--- src/rtl/mem_port_arbiter.sv ---
// Two-requester round-robin arbiter onto one shared memory port, with opaque
// tagging of requests and tag-based routing of responses back to their source.
module mem_port_arbiter #(
  parameter int unsigned p_max_outstanding = 2
) (
  input  logic        clk,
  input  logic        reset,

  input  logic [76:0] req0_msg,
  input  logic        req0_val,
  output logic        req0_rdy,
  input  logic [76:0] req1_msg,
  input  logic        req1_val,
  output logic        req1_rdy,

  output logic [46:0] resp0_msg,
  output logic        resp0_val,
  input  logic        resp0_rdy,
  output logic [46:0] resp1_msg,
  output logic        resp1_val,
  input  logic        resp1_rdy,

  output logic [76:0] memreq_msg,
  output logic        memreq_val,
  input  logic        memreq_rdy,
  input  logic [46:0] memresp_msg,
  input  logic        memresp_val,
  output logic        memresp_rdy,

  output logic        err
);

  localparam int unsigned CNT_W = 3;
  localparam logic [CNT_W-1:0] MAX_OUT = CNT_W'(p_max_outstanding);

  localparam logic [0:0] PRIO_P0 = 1'b0;

  logic             r_prio;
  logic             w_prio_nxt;
  logic [CNT_W-1:0] r_cnt0;
  logic [CNT_W-1:0] r_cnt1;
  logic [CNT_W-1:0] w_cnt0_nxt;
  logic [CNT_W-1:0] w_cnt1_nxt;
  logic             r_err;
  logic             w_err_nxt;

  logic        w_elig0;
  logic        w_elig1;
  logic        w_any;
  logic        w_gnt;
  logic        w_fire;
  logic [76:0] w_sel;
  logic        w_dst;
  logic        w_inc0;
  logic        w_inc1;
  logic        w_dec0;
  logic        w_dec1;
  logic        w_under0;
  logic        w_under1;

  // Request side: eligibility, grant and tagging (all outputs forced idle in reset)
  assign w_elig0 = reset & req0_val & (r_cnt0 < MAX_OUT);
  assign w_elig1 = reset & req1_val & (r_cnt1 < MAX_OUT);
  assign w_any   = w_elig0 | w_elig1;
  assign w_gnt   = (w_elig0 & w_elig1) ? r_prio : w_elig1;
  assign w_fire  = w_any & memreq_rdy;

  assign memreq_val = w_any;
  assign req0_rdy   = w_any & ~w_gnt & memreq_rdy;
  assign req1_rdy   = w_any &  w_gnt & memreq_rdy;

  assign w_sel      = w_gnt ? req1_msg : req0_msg;
  assign memreq_msg = {w_sel[76:74], w_sel[72:66], w_gnt, w_sel[65:0]};

  // Response side: source port is carried in opaque bit 0
  assign w_dst       = memresp_msg[36];
  assign resp0_val   = reset & memresp_val & ~w_dst;
  assign resp1_val   = reset & memresp_val &  w_dst;
  assign memresp_rdy = reset & (w_dst ? resp1_rdy : resp0_rdy);
  assign resp0_msg   = {memresp_msg[46:44], 1'b0, memresp_msg[43:37], memresp_msg[35:0]};
  assign resp1_msg   = resp0_msg;

  assign w_inc0   = w_fire & ~w_gnt;
  assign w_inc1   = w_fire &  w_gnt;
  assign w_dec0   = resp0_val & resp0_rdy;
  assign w_dec1   = resp1_val & resp1_rdy;
  assign w_under0 = w_dec0 & (r_cnt0 == '0);
  assign w_under1 = w_dec1 & (r_cnt1 == '0);

  assign err = r_err;

  // Saturating-at-zero in-flight counter step
  function automatic logic [CNT_W-1:0] cnt_next(input logic [CNT_W-1:0] c,
                                                input logic inc, input logic dec);
    cnt_next = c;
    if (inc && !dec)
      cnt_next = c + CNT_W'(1);
    else if (dec && !inc && (c != '0))
      cnt_next = c - CNT_W'(1);
  endfunction

  always_comb begin
    w_prio_nxt = r_prio;
    w_cnt0_nxt = r_cnt0;
    w_cnt1_nxt = r_cnt1;
    w_err_nxt  = r_err;
    if (w_fire)
      w_prio_nxt = ~w_gnt;
    w_cnt0_nxt = cnt_next(r_cnt0, w_inc0, w_dec0);
    w_cnt1_nxt = cnt_next(r_cnt1, w_inc1, w_dec1);
    if (w_under0 || w_under1)
      w_err_nxt = 1'b1;
  end

  always_ff @(posedge clk or negedge reset) begin
    if (!reset) begin
      r_prio <= PRIO_P0;
      r_cnt0 <= '0;
      r_cnt1 <= '0;
      r_err  <= 1'b0;
    end else begin
      r_prio <= w_prio_nxt;
      r_cnt0 <= w_cnt0_nxt;
      r_cnt1 <= w_cnt1_nxt;
      r_err  <= w_err_nxt;
    end
  end

endmodule
--- config.mk ---
export PLATFORM = sky130hd
export DESIGN_NAME = mem_port_arbiter
export DESIGN_NICKNAME = d
export VERILOG_FILES = /design/src/rtl/mem_port_arbiter.sv
export SDC_FILE = /design/constraint.sdc
export NUM_CORES = 1
export LEC_CHECK = 0
export BUFFER_PORTS_ARGS = -buffer_cell sky130_fd_sc_hd__buf_4
export CAP_MARGIN = 30
export CELL_PAD_IN_SITES_DETAIL_PLACEMENT = 1
export CELL_PAD_IN_SITES_GLOBAL_PLACEMENT = 2
export CORE_AREA = 2 2 213 110
export CTS_BUF_LIST = sky130_fd_sc_hd__clkbuf_4 sky130_fd_sc_hd__clkbuf_8 sky130_fd_sc_hd__clkbuf_16
export CTS_CLUSTER_DIAMETER = 80
export DETAILED_ROUTE_END_ITERATION = 16
export DIE_AREA = 0 0 215 112
export PLACE_DENSITY_LB_ADDON = 0.05
export SLEW_MARGIN = 0
export SYNTH_ARGS = -nofsm -noshare
export SYNTH_HDL_FRONTEND = slang
export SYNTH_SLANG_ARGS = --single-unit
--- constraint.sdc ---
create_clock -name clk -period 2.5 [get_ports clk]
set_input_delay 0.125 -clock clk [delete_from_list [all_inputs] [get_ports clk]]
set_output_delay 0.125 -clock clk [all_outputs]
set_load 0.02 [all_outputs]
==> flow_summary.yaml <==
floorplanning:
  ioPinCount: 387
  die_w_um: 215
  dieArea_um2: 24100
  chipHeight_um: 112
  start_util_pct: 9.78
  core_area_um2: 22300
  rows: 39
power_and_ir_drop:
  p_clk_share_pct: 14.2
  p_sw_share_pct: 42.0
  combPwrFrac_pct: 72.2
  p_leak_nw: 1.86
  p_seq_share_pct: 13.6
  power_density_nw_per_um2: 494
  switching_power_mw: 0.795
  power_mw: 1.89
  ir_drop_mv: 0.186
  p_int_mw: 1.10
sta:
  post-route-period-util_pct: 94.6
  slew_viol_final: 0
  skew_ns: 0.00224
  rsz0062_at_grt: "true"
  finalHoldViolCount: 0
  timing.final.ws_setup_ns: 0.135
  min_period_ns: 2.37
  max_freq_mhz: 423
  finalSetupViolations: 0
global_route:
  grt_pass1_wl_um: 16600
  grt_max_degree: 56
  grt_pass1_vias: 2263
  gr-total-overflow: 0
  grtUsageMet2_pct: 15.4
  grt_use_total_pct: 9.32
  top_usage_layer: "met2"
  use_met3_pct: 3.74
  met1_usage_pct: 11.7
  antenna_found_initial: 0
synth:
  avgSynthCellArea_um2: 9.22
  synth_seq_cells: 8
  synth_ff_type: "dfrtp_1"
  synth_area_um2: 2190
  ys_seq_area_share_pct: 9.16
  yosys_warnings: 0
  synth_cells: 237
  synthArstFlopShare_pct: 100
  synth-edff-count: 0
  ys_types: 31
drt:
  drc: 0
  vias: 2185
  drt-initial-drc-count: 46
  via_per_inst: 3.12
  dr.pass1.iters: 4
  wl_um: 11800
  ant_nets: 0
  wl_per_cell_um: 16.9
worst_setup_path:
  r2r-end: "r_cnt0[2]"
  cp.required_ns: 2.38
  crit_path_start_kind: "register"
  cp.arrival_ns: 2.24
  crit_path_start: "r_cnt0[1]"
  crit-reg2reg-launch: "r_cnt0[2]"
  critPathKind: "reg -> out"
  crit_fanout: 22
  end_kind: "primary output"
  rrSetupSlack_ns: 0.16
  crit_path_end: "memreq_msg[19]"
  rr_worst_depth: 8
run_status:
  status: "finished, final reports clean"
clocking:
  cts.sinks: 8
  cts_tree: "done"
  clk_pin_slew_ns: 0.04
  clock_path_buffers: 2
  post-cts-setup-buffer-count: 0
  cts_root_buf: "clkbuf_16"
  cts.htree.levels: 1
  clk_latency_ns: 0.23
  cts_buffers: 3
placement:
  hpwl_um: 10600
  dp.cells: 697
  portBuffers: 244
  dp_slack_ns: 0.0903
  gp_congestion: 0.746
finish:
  multi_input_area_um2: 1230
  area_growth_pct: 75.4
  layout-drive-gt1-share_pct: 72.6
  n_antenna_cell: 0
  fin_nets: 607
  fin_cells: 701
  fillers: 2634
  layout.area.seq_um2: 200
run:
  cap_violations: 0
worst_hold_path:
  hp-class: "in -> reg"
  whs_path_depth: 4
area by class of cell:
cell class                      instances  area share (%)
Sequential cell                         8            5.22
Timing Repair Buffer                  256            50.5
Tap cell                              307            10.0
Multi-Input combinational cell        124            32.0
Inverter                                3           0.294
Clock buffer                            3            1.96
kinds of logic after synthesis:
group                    synth area share (%)
AO/OA/AOI/OAI                            1.95
XOR/XNOR                                 1.60
adder cells (fa/ha/maj)                  1.83
buffers and inverters                    35.4
flip-flops                               9.16
multiplexers                             42.6
other                                   0.172
AND/OR/NAND/NOR                          7.21
sequential cells by signal (all words and copies together) (netlist names):
name / cells
err: 1
r_cnt0: 3
r_cnt1: 3
r_prio: 1
critical path, stage by stage (launching register included):
cell and delay (ns):
dfrtp_1 0.37, buf_4 0.15, nand4bb_1 0.24, buf_4 0.19
o21ai_4 0.15, buf_4 0.33, mux2_2 0.39, buf_4 0.16
worst min-delay path by stage:
stage                          startpoint             to
final                            req1_val         r_prio
after global routing      memresp_msg[33]  resp0_msg[33]
after CTS                        req1_val         r_prio
after detailed placement            reset         r_prio
after global placement              reset         r_prio
after floorplan                     reset            err
per-stage QoR:
step                TNS (ns)  hold slack [ns]  instance area (um2)  util (%)
floorplan                  0           -0.171                 2190         -
CTS                        0            0.235                 3830      17.2
global placement           0          -0.0703                 3750      16.8
detailed placement         0          -0.0708                 3750      16.8
finish                     0            0.226                 3830      17.2
global route         -0.0347            0.250                 3830      17.2
cells in the mapped netlist, types with 2 or more instances:
cell      number  area [um2]
buf_2          4        20.0
buf_4         99         743
dfrtp_1        8         200
fa_1           2        40.0
inv_1          3        11.3
mux2_1        55         619
mux2_2        23         259
mux2i_1        4        40.0
nand2_1        7        26.3
nand2b_1       2        12.5
nor2_1         5        18.8
nor2b_1        2        12.5
nor3_1         2        10.0
or3_1          2        12.5
xnor2_1        2        17.5
xor2_1         2        17.5
per-layer routing:
layer | vias up | routed length, um
met5 | - | 0
met4 | 0 | 77
met3 | 13 | 1090
met2 | 132 | 5690
met1 | 1009 | 4990
li1 | 1031 | -
cell usage in the layout, fill, tap and decap left out:
| cell | n |
|---|---|
| inv_2 | 1 |
| dlygate4sd3_1 | 1 |
| nand2_1 | 7 |
| clkbuf_16 | 3 |
| or3b_1 | 1 |
| dfrtp_1 | 8 |
| nand3_1 | 1 |
| inv_1 | 2 |
| nand4_1 | 1 |
| or3_1 | 2 |
| fa_1 | 2 |
| mux2i_1 | 4 |
| o41ai_1 | 1 |
| mux2i_2 | 1 |
| xor2_1 | 2 |
| nor2_1 | 5 |
| conb_1 | 2 |
| and4bb_2 | 1 |
| and2_1 | 1 |
| and3_1 | 1 |
| buf_12 | 1 |
| nand4bb_1 | 1 |
| nor3_1 | 2 |
| mux2_1 | 55 |
| mux2_2 | 23 |
| nor2b_1 | 2 |
| o21ai_4 | 1 |
| o2111ai_2 | 1 |
| nand2b_1 | 2 |
| nand4b_1 | 1 |
| xnor2_1 | 2 |
| a211o_1 | 1 |
| buf_4 | 254 |
| o21ai_0 | 1 |
power groups by stage:
stage                     sequential (mW)  clock, mW  combinational [mW]
after global placement              0.264          0                1.40
after global routing                0.268      0.290                1.47
after CTS                           0.259      0.278                1.40
final                               0.258      0.268                1.37
after floorplan                     0.276          0               0.872
after detailed placement            0.262          0                1.39
repair_timing:
| item | in CTS | in global routing |
|---|---|---|
| gates resized for setup | 0 | 1 |
| setup endpoints to repair | 0 | 6 |
| endpoints found under the hold margin | 8 | 0 |
| hold buffers | 1 | 0 |
Power figures use the tool's default switching activity.
